==> src/rtl/conversor_binario_bcd.sv <==
// conversor_binario_bcd: sequential double-dabble binary-to-BCD converter with optional leading-zero blanking
module conversor_binario_bcd #(
  parameter int LARGURA = 16,
  parameter int DIGITOS = 5
) (
  input  logic                   clock,
  input  logic                   reset,
  input  logic                   iniciar,
  input  logic [LARGURA-1:0]     binario,
  input  logic                   apagar_zeros,
  output logic [4*DIGITOS-1:0]   bcd_digitos,
  output logic                   pronto,
  output logic                   ocupado
);
  localparam int CW = $clog2(LARGURA + 1);
  localparam int BW = 4 * DIGITOS;
  typedef enum logic [1:0] {OCIOSO, DESLOCA, FINALIZA} estado_t;
  estado_t estado_q, estado_d;
  logic [LARGURA-1:0] binario_q, binario_d;
  logic [BW-1:0] rascunho_q, rascunho_d, bcd_q, bcd_d;
  logic [CW-1:0] cont_q, cont_d;
  logic apagar_q, apagar_d, pronto_q, pronto_d;

  function automatic logic [BW-1:0] corrige(input logic [BW-1:0] v);
    corrige = v;
    for (int i = 0; i < DIGITOS; i++)
      corrige[4*i+:4] = (v[4*i+:4] >= 4'd5) ? v[4*i+:4] + 4'd3 : v[4*i+:4];
  endfunction

  // Zeros above the most significant nonzero digit become 4'hF; units always shown
  function automatic logic [BW-1:0] apaga(input logic [BW-1:0] v);
    logic visivel;
    apaga = v;
    visivel = 1'b0;
    for (int i = DIGITOS - 1; i > 0; i--) begin
      if (v[4*i+:4] != 4'd0) visivel = 1'b1;
      apaga[4*i+:4] = visivel ? v[4*i+:4] : 4'hF;
    end
  endfunction

  always_comb begin
    estado_d   = estado_q;
    binario_d  = binario_q;
    rascunho_d = rascunho_q;
    cont_d     = cont_q;
    apagar_d   = apagar_q;
    bcd_d      = bcd_q;
    pronto_d   = 1'b0;
    case (estado_q)
      OCIOSO: if (iniciar) begin
        binario_d  = binario;
        rascunho_d = '0;
        cont_d     = CW'(LARGURA);
        apagar_d   = apagar_zeros;
        estado_d   = DESLOCA;
      end
      DESLOCA: begin
        {rascunho_d, binario_d} = {corrige(rascunho_q), binario_q} << 1;
        cont_d   = cont_q - CW'(1);
        estado_d = (cont_q == CW'(1)) ? FINALIZA : DESLOCA;
      end
      FINALIZA: begin
        bcd_d    = apagar_q ? apaga(rascunho_q) : rascunho_q;
        pronto_d = 1'b1;
        estado_d = OCIOSO;
      end
      default: estado_d = OCIOSO;
    endcase
  end

  always_ff @(posedge clock or posedge reset) begin
    if (reset) begin
      estado_q   <= OCIOSO;
      binario_q  <= '0;
      rascunho_q <= '0;
      cont_q     <= '0;
      apagar_q   <= 1'b0;
      bcd_q      <= '0;
      pronto_q   <= 1'b0;
    end else begin
      estado_q   <= estado_d;
      binario_q  <= binario_d;
      rascunho_q <= rascunho_d;
      cont_q     <= cont_d;
      apagar_q   <= apagar_d;
      bcd_q      <= bcd_d;
      pronto_q   <= pronto_d;
    end
  end

  assign bcd_digitos = bcd_q;
  assign pronto      = pronto_q;
  assign ocupado     = (estado_q != OCIOSO);
endmodule

==> config.mk <==
export PLATFORM = sky130hd
export DESIGN_NAME = conversor_binario_bcd
export DESIGN_NICKNAME = d
export VERILOG_FILES = /design/src/rtl/conversor_binario_bcd.sv
export SDC_FILE = /design/constraint.sdc
export NUM_CORES = 1
export LEC_CHECK = 0
export ABC_CLOCK_PERIOD_IN_PS = 4670
export CORE_ASPECT_RATIO = 0.8
export CORE_MARGIN = 10
export CORE_UTILIZATION = 59
export DETAILED_ROUTE_END_ITERATION = 12
export GPL_ROUTABILITY_DRIVEN = 0
export GPL_TIMING_DRIVEN = 0
export PLACE_DENSITY = 0.85
export SLEW_MARGIN = 25
export SYNTH_ARGS = -nofsm -noshare
export SYNTH_HDL_FRONTEND = slang
export SYNTH_SLANG_ARGS = --single-unit
==> constraint.sdc <==
create_clock -name clock -period 4.67 [get_ports clock]
set_input_delay 0.934 -clock clock [delete_from_list [all_inputs] [get_ports clock]]
set_output_delay 0.934 -clock clock [all_outputs]
set_load 0.02 [all_outputs]
After elaboration in Yosys (flattened, before gate mapping)
Cells that the tools add are included.
{ "classes": {"n_reduce_logical": 9, "muxes": 28, "add_sub_neg": 6, "eq_ne": 4, "order_cmp": 5} }
{ "op_table": {"columns": ["operator", "count"], "rows": [
  ["2-to-1 mux 20 bit", 2],
  ["one-hot mux 20 bit (2 select lines)", 1],
  ["2-to-1 mux 4 bit", 8],
  ["one-hot mux 16 bit (2 select lines)", 1],
  ["greater-or-equal comparator 4 x 3 -> 1 bit, second input constant", 5],
  ["adder 4 x 2 -> 4 bit, second input constant", 4],
  ["2-to-1 mux 16 bit", 1],
  ["nonzero test 4 bit", 4],
  ["one-hot mux 5 bit (2 select lines)", 1],
  ["2-to-1 mux 1 bit", 9],
  ["equality test 5 x 1 -> 1 bit, second input constant", 1],
  ["2-to-1 mux 5 bit", 1],
  ["subtractor 5 x 1 -> 5 bit, second input constant", 1],
  ["2-to-1 mux 2 bit", 2],
  ["one-hot mux 2 bit (2 select lines)", 1],
  ["AND reduction 2 bit", 2],
  ["nonzero test 2 bit", 2],
  ["adder 3 x 2 -> 3 bit, second input constant", 1],
  ["2-to-1 mux 3 bit", 1],
  ["equality test 2 x 1 -> 1 bit, second input constant", 1],
  ["equality test 2 bit, second input constant", 1],
  ["zero test 2 bit", 1],
  ["inequality test 2 bit, second input constant", 1]
]} }
{ "word_totals": {"regBits": 65, "wordCells": 59, "in_bits": 20, "output_inout_bits": 22} }

Longest topological paths before layout
Gate-level depths: netlist (run 1).
{ "depth": {"depth_word": 11, "ltp_mapped": 6, "mapped_depth_nobuf": 6} }

Least setup slack after synthesis (run 1)
No wires, ideal clock.
{ "synth_timing": {"path_kind": "register to output", "startpoint": "reg estado_q[0]", "endpoint": "out ocupado", "path_slack_ps": 2525, "path_stages_with_launch": 5, "t_arrival_ps": 1211, "path_buffers": 3, "required_time_ps": 3736, "cell_sequence": "dfrtp_1 -> buf_2 -> clkbuf_1 -> buf_1 -> or2_2"} }
{ "synth_via": {"elab_chain_cells": 1} }
{ "synth_lines": {"columns": ["element", "line_no", "rtl"], "rows": [
  ["from (decl)", "18", "estado_t estado_q, estado_d;"],
  ["from (signal assigned)", "81", "estado_q <= estado_d;"],
  ["nonzero test 2 bit", "93", "assign ocupado = (estado_q != OCIOSO);"],
  ["to (decl)", "13", "output logic ocupado"]
]} }
Every way passes these cells.

Worst setup path in the final report (run 1)
Ends and elaborated chain as after synthesis.

==> impl_metrics.json, run 1 <==
{
  "cellPowerDensity_mw_per_mm2": 648,
  "yosys.area.top_type": "dfrtp_1",
  "clock_latency_ns": 0.34,
  "synth-edff-count": 0,
  "grt_max_degree": 47,
  "worst_setup_path_end_kind": "output port",
  "hp-start": "binario_q[10]",
  "portBuffers": 41,
  "grt_usage": 0.177,
  "min_path_type": "flop to flop",
  "vias_per_cell": 6.00,
  "core_area_mm2": 0.00512,
  "yosys-top-cells-count": "dfrtp_1, a21oi_1, o21ai_0",
  "ant_nets": 0,
  "max_cap_violations": 0,
  "synth_top_cell_area_share": 0.509,
  "post-route-drc-count": 0,
  "path_clk_slew_ns": 0.07,
  "avgSynthCellArea_um2": 10.7,
  "synth.area.top_cells": "dfrtp_1, ha_1, a21oi_1",
  "setup_viol_count_final": 0,
  "power_mw": 2.53,
  "fin_crit_ns": 3.27,
  "period_share": 0.700,
  "ys_ff_latch": 65,
  "synth_most_common_cell": "dfrtp_1",
  "syn_to_final_growth_pct": 22.1,
  "r2r-end": "bcd_digitos[7]",
  "post_cts_buffers": 0,
  "clockBufferDepth": 2,
  "path_class": "flop to output port",
  "reg2regPathDepth": 6,
  "wl_um": 7250,
  "slew_viol_final": 0,
  "htree_levels": 3,
  "hold_violations": 0,
  "root_buffer": "clkbuf_8",
  "start_util": 0.624,
  "ys_seq_area_frac": 0.509,
  "cts_sinks": 65,
  "diodes": 0,
  "whs_path_depth": 2,
  "status": "completed",
  "ctsHoldBuffers": 0,
  "cts_resized": 0,
  "nNetsFinal": 386,
  "p_leak_nw": 1.70,
  "fin_skew_ns": 0.00411,
  "ys.flop_type": "dfrtp_1",
  "die_area_mm2": 0.00878,
  "drive_gt1_frac": 0.101,
  "antenna_found_initial": 0,
  "rr_startpoint": "rascunho_q[16]",
  "fmax_mhz": 306,
  "ir_worst_vdd_mv": 0.390,
  "n_fill_cell": 371,
  "worstMarginPinSlew_ns": 0.596,
  "holdPathEnd": "binario_q[10]",
  "die_w_um": 102,
  "drtIter0Drc": 178,
  "via_count": 2506,
  "crit_fanout": 10,
  "rows": 23,
  "slew-limit-headroom": 0.602,
  "ys_warn_count": 0,
  "syn_inst": 298,
  "rsz0062_at_grt": "false",
  "syn_area_mm2": 0.00319,
  "grt_overflow_total": 0,
  "async_flop_share": 1.00,
  "start_kind": "flop",
  "grt_pass1_vias": 2498,
  "synth_nets": 333,
  "grt_pass1_wl_um": 12400,
  "setup_tns_ns": 0,
  "firstDrtPassIters": 4,
  "dp_hpwl_um": 5210,
  "tritoncts.num_buffers": 9,
  "arrival_ns": 2.33,
  "required_ns": 3.74,
  "r2r_slack_ns": 2.82,
  "die_h_um": 85.8,
  "cts_tree": "done",
  "synth_cell_types": 40,
  "io_pins": 42,
  "wl_per_cell_um": 17.4
}
[cell type report]
cell class / count / area [um^2] / share of cell area
Buffer: 17 / 95.1 / 0.0244
Clock buffer: 13 / 149 / 0.0382
Clock inverter: 3 / 40.0 / 0.0103
Inverter: 14 / 55.1 / 0.0141
Multi-Input combinational cell: 202 / 1420 / 0.364
Sequential cell: 65 / 1630 / 0.417
Tap cell: 62 / 77.6 / 0.0199
Timing Repair Buffer: 42 / 438 / 0.112
[stage by stage]
step                      instance area [um^2]  setup slack (ns)  hold WS, ns  utilization  std cells
final                                     3900              1.40        0.495        0.762        418
after global routing                      3900              1.23        0.534        0.762        418
after CTS                                 3900              1.38        0.492        0.762        418
after detailed placement                  3710              1.77        0.471        0.725        402
after global placement                    3680              1.01        0.463        0.719        401
after floorplan                           3190              2.11        0.447            -        298
[where the power goes]
| part | leakage (nW) | internal, mW | switching, mW |
|---|---|---|---|
| sequential | 0.840 | 0.782 | 0.185 |
| combinational | 0.761 | 0.497 | 0.602 |
| clock | 0.0974 | 0.260 | 0.203 |
[registers in the layout (all words and copies together), names as in the netlist]
name and count:
apagar_q 1, bcd_digitos 20, binario_q 16, cont_q 5, estado_q 2, pronto 1
rascunho_q 20
[placed cells by master (no fill, tap or decap), drive strengths merged]
cell            n
a22oi           9
o21ai          23
and3b           6
clkdlybuf4s50  41
and2b           1
nand4           1
buf            12
nand2          20
o22ai           9
ha             15
o32ai           1
and2            1
o311ai          4
o31ai           5
nor2           12
nand3           6
a22o            1
nor3b           4
xor2            3
a221o           1
mux2            4
a21oi          27
nand2b          7
a32o            5
o21ba           1
o22a           12
nor2b          12
inv            14
clkbuf         19
or2             1
xnor2           5
dfrtp          65
o21bai          1
or4             1
nor3            1
clkinv          2
and4bb          1
o41ai           1
bufinv          1
nor4b           1
[per-layer routing]
metal | GRT usage | part of all wire | up-vias | wire, um
met5 | 0 | 0 | - | 0
met4 | 0.0524 | 0.013 | 0 | 91
met3 | 0.0585 | 0.079 | 14 | 576
met2 | 0.268 | 0.47 | 73 | 3370
met1 | 0.236 | 0.44 | 1236 | 3210
li1 | - | - | 1183 | -
[cell families (layout without fill, tap and decap cells)]
family,Yosys count,count (layout),synth area share
AO/OA/AOI/OAI,100,100,0.211
AND/OR/NAND/NOR,75,75,0.139
flip-flops,65,65,0.509
buffers and inverters,31,89,0.0462
adder cells (fa/ha/maj),15,15,0.0588
XOR/XNOR,8,8,0.0219
multiplexers,4,4,0.0141
[worst max-delay path, cell delays in order (launching register included)]
cell             delay (ns)
dfrtp_1                0.34
buf_2                  0.19
clkbuf_1               0.34
buf_1                  0.35
or2_2                  0.18
clkdlybuf4s50_1        0.59
[worst max-delay path by stage]
stage,start,end,slack (ns),depth (start not counted)
after floorplan,reset,apagar_q,2.11,1
after global placement,reset,bcd_digitos[2],1.01,2
after detailed placement,estado_q[0],ocupado,1.77,5
after CTS,estado_q[0],ocupado,1.38,5
after global routing,estado_q[0],ocupado,1.23,5
final,estado_q[0],ocupado,1.40,5
Power figures use the tool's default switching activity.
==> run 2, diff against run 1 <==
Settings changed: ABC_CLOCK_PERIOD_IN_PS 4670 to 2800, CORE_UTILIZATION 59 to 50, PLACE_DENSITY 0.85 to 0.76.
Clock period 4.67 ns to 2.8 ns, I/O delays scaled along.
==> run 2 against run 1 <==
Critical path depth is 1 lower. Clock power is 110% higher. Sequential share of layout area is 0.79 points lower. Non-clock buffer count is 1 lower.
==> impl_metrics.json, run 2 (synthesis gave the netlist of run 1 again) <==
{
  "antenna_found_initial": 0,
  "core_area_mm2": 0.00607,
  "hold_violations": 0,
  "reg2regPathDepth": 6,
  "cts_sinks": 65,
  "slew-limit-headroom": 0.617,
  "grt_busiest_layer": "met2",
  "arrival_ns": 2.05,
  "gr-usage-met3": 0.0516,
  "ir_worst_vdd_mv": 0.531,
  "layout_common_cells": "dfrtp_1, clkdlybuf4s50_1, a21oi_1",
  "r2r-end": "bcd_digitos[5]",
  "grt_util_met1": 0.198,
  "slowest_delay_ns": 0.59,
  "fin_crit_ns": 2.61,
  "firstDrtPassIters": 4,
  "grt_usage": 0.149,
  "critPathBufInv": 3,
  "grt_pass1_wl_um": 12100,
  "setup_viol_count_final": 0,
  "path_clk_slew_ns": 0.07,
  "die_w_um": 109,
  "start_util": 0.526,
  "crit_fanout": 19,
  "cts_tree": "done",
  "worstPathCellList": "buf_2 -> buf_1 -> or2_2 -> clkdlybuf4s50_1",
  "switching_share": 0.374,
  "mostFrequentLayoutCell": "dfrtp_1",
  "pwr-share-clk": 0.223,
  "drtIter0Drc": 136,
  "power_mw": 4.39,
  "cellPowerDensity_mw_per_mm2": 1100,
  "fmax_mhz": 383,
  "wl_um": 7080,
  "nNetsFinal": 385,
  "ant_nets": 0,
  "grt_pass1_vias": 2438,
  "min_path_type": "primary input to async pin",
  "combinationalPowerShare": 0.411,
  "htree_levels": 3,
  "power_switching_mw": 1.64,
  "rr_startpoint": "rascunho_q[16]",
  "finish.utilization": 0.655,
  "portBuffers": 41,
  "clock_latency_ns": 0.34,
  "rows": 25,
  "post_cts_buffers": 0,
  "syn_to_final_growth_pct": 24.5,
  "status": "completed",
  "post-route-drc-count": 0,
  "root_buffer": "clkbuf_8",
  "pwr-share-seq": 0.367,
  "ctsHoldBuffers": 0,
  "crit_family": "buffers and inverters",
  "rsz0062_at_grt": "false",
  "crit_slowest_cell": "clkdlybuf4s50_1",
  "drive_gt1_frac": 0.107,
  "max_cap_violations": 0,
  "io_pins": 42,
  "die_area_mm2": 0.0100,
  "p_leak_nw": 1.72,
  "dp_hpwl_um": 5070,
  "slew_viol_final": 0,
  "grt_overflow_total": 0,
  "tritoncts.num_buffers": 9,
  "vias_per_cell": 5.63,
  "clockBufferDepth": 2,
  "internal_power_mw": 2.75,
  "period_share": 0.932,
  "path_class": "flop to output port",
  "fin_skew_ns": 0.00523,
  "grt_max_degree": 50,
  "wl_per_cell_um": 16.2,
  "diodes": 0,
  "worstMarginPinSlew_ns": 0.575,
  "cts_resized": 0,
  "r2r_slack_ns": 0.95,
  "grt_util_met2": 0.226,
  "via_count": 2455,
  "required_ns": 2.24,
  "worst_setup_path_end_kind": "output port",
  "start_kind": "flop",
  "die_h_um": 91.5
}
[run 2: changes by cell type in the layout (fill, tap and decap cells not counted)]
cell / delta
bufinv_16: +2
clkbuf_1: -3
clkinvlp_4: +1
clkinv_2: -1
[run 2: worst max-delay path by stage]
| stage | cells past startpoint | slack, ns | to | from |
|---|---|---|---|---|
| 2_1_floorplan | 1 | 0.61 | apagar_q | reset |
| 3_3_place_gp | 2 | -0.56 | bcd_digitos[2] | reset |
| 3_5_place_dp | 5 | 0.22 | ocupado | estado_q[0] |
| 4_1_cts | 4 | 0.16 | ocupado | estado_q[0] |
| 5_1_grt | 4 | 0.04 | ocupado | estado_q[0] |
| 6_report | 4 | 0.19 | ocupado | estado_q[0] |
[run 2: cell type report]
| cell class | count | area, um^2 |
|---|---|---|
| Buffer | 16 | 91.3 |
| Inverter | 14 | 55.1 |
| Timing Repair Buffer | 42 | 438 |
| Tap cell | 81 | 101 |
| Sequential cell | 65 | 1630 |
| Multi-Input combinational cell | 202 | 1420 |
| Clock buffer | 11 | 141 |
| Clock inverter | 5 | 103 |
| Fill cell | 512 | 2090 |
[run 2: metrics by stage]
step                setup slack [ns]  cells  hold WS, ns  instance area (um^2)  TNS (ns)
detailed placement             0.218    421        0.479                  3740         0
floorplan                      0.614    298        0.447                  3190         0
finish                         0.190    436        0.490                  3980         0
global placement              -0.559    420        0.465                  3710    -36.20
CTS                            0.159    436        0.491                  3980         0
global route                  0.0434    436        0.505                  3980         0
[run 2: worst reg2reg max path: stages, from the launching register on]
cell and delay [ns]:
dfrtp_1 0.40, inv_1 0.13, ha_1 0.25, and4bb_4 0.33, nand4_4 0.13, o41ai_4 0.35, o22a_1 0.21
[run 2: per-layer routing]
layer  share of wire  wire length, um
met5               0                0
met4          0.0098               69
met3           0.052              370
met2            0.47             3320
met1            0.47             3320
[run 2: power groups by stage]
stage / clock network (mW) / registers [mW] / logic [mW]
after global routing: 1.04 / 1.66 / 2.03
after CTS: 0.986 / 1.61 / 1.82
after detailed placement: 0 / 1.62 / 1.81
after floorplan: 0 / 1.67 / 1.14
final: 0.979 / 1.61 / 1.80
after global placement: 0 / 1.61 / 1.75
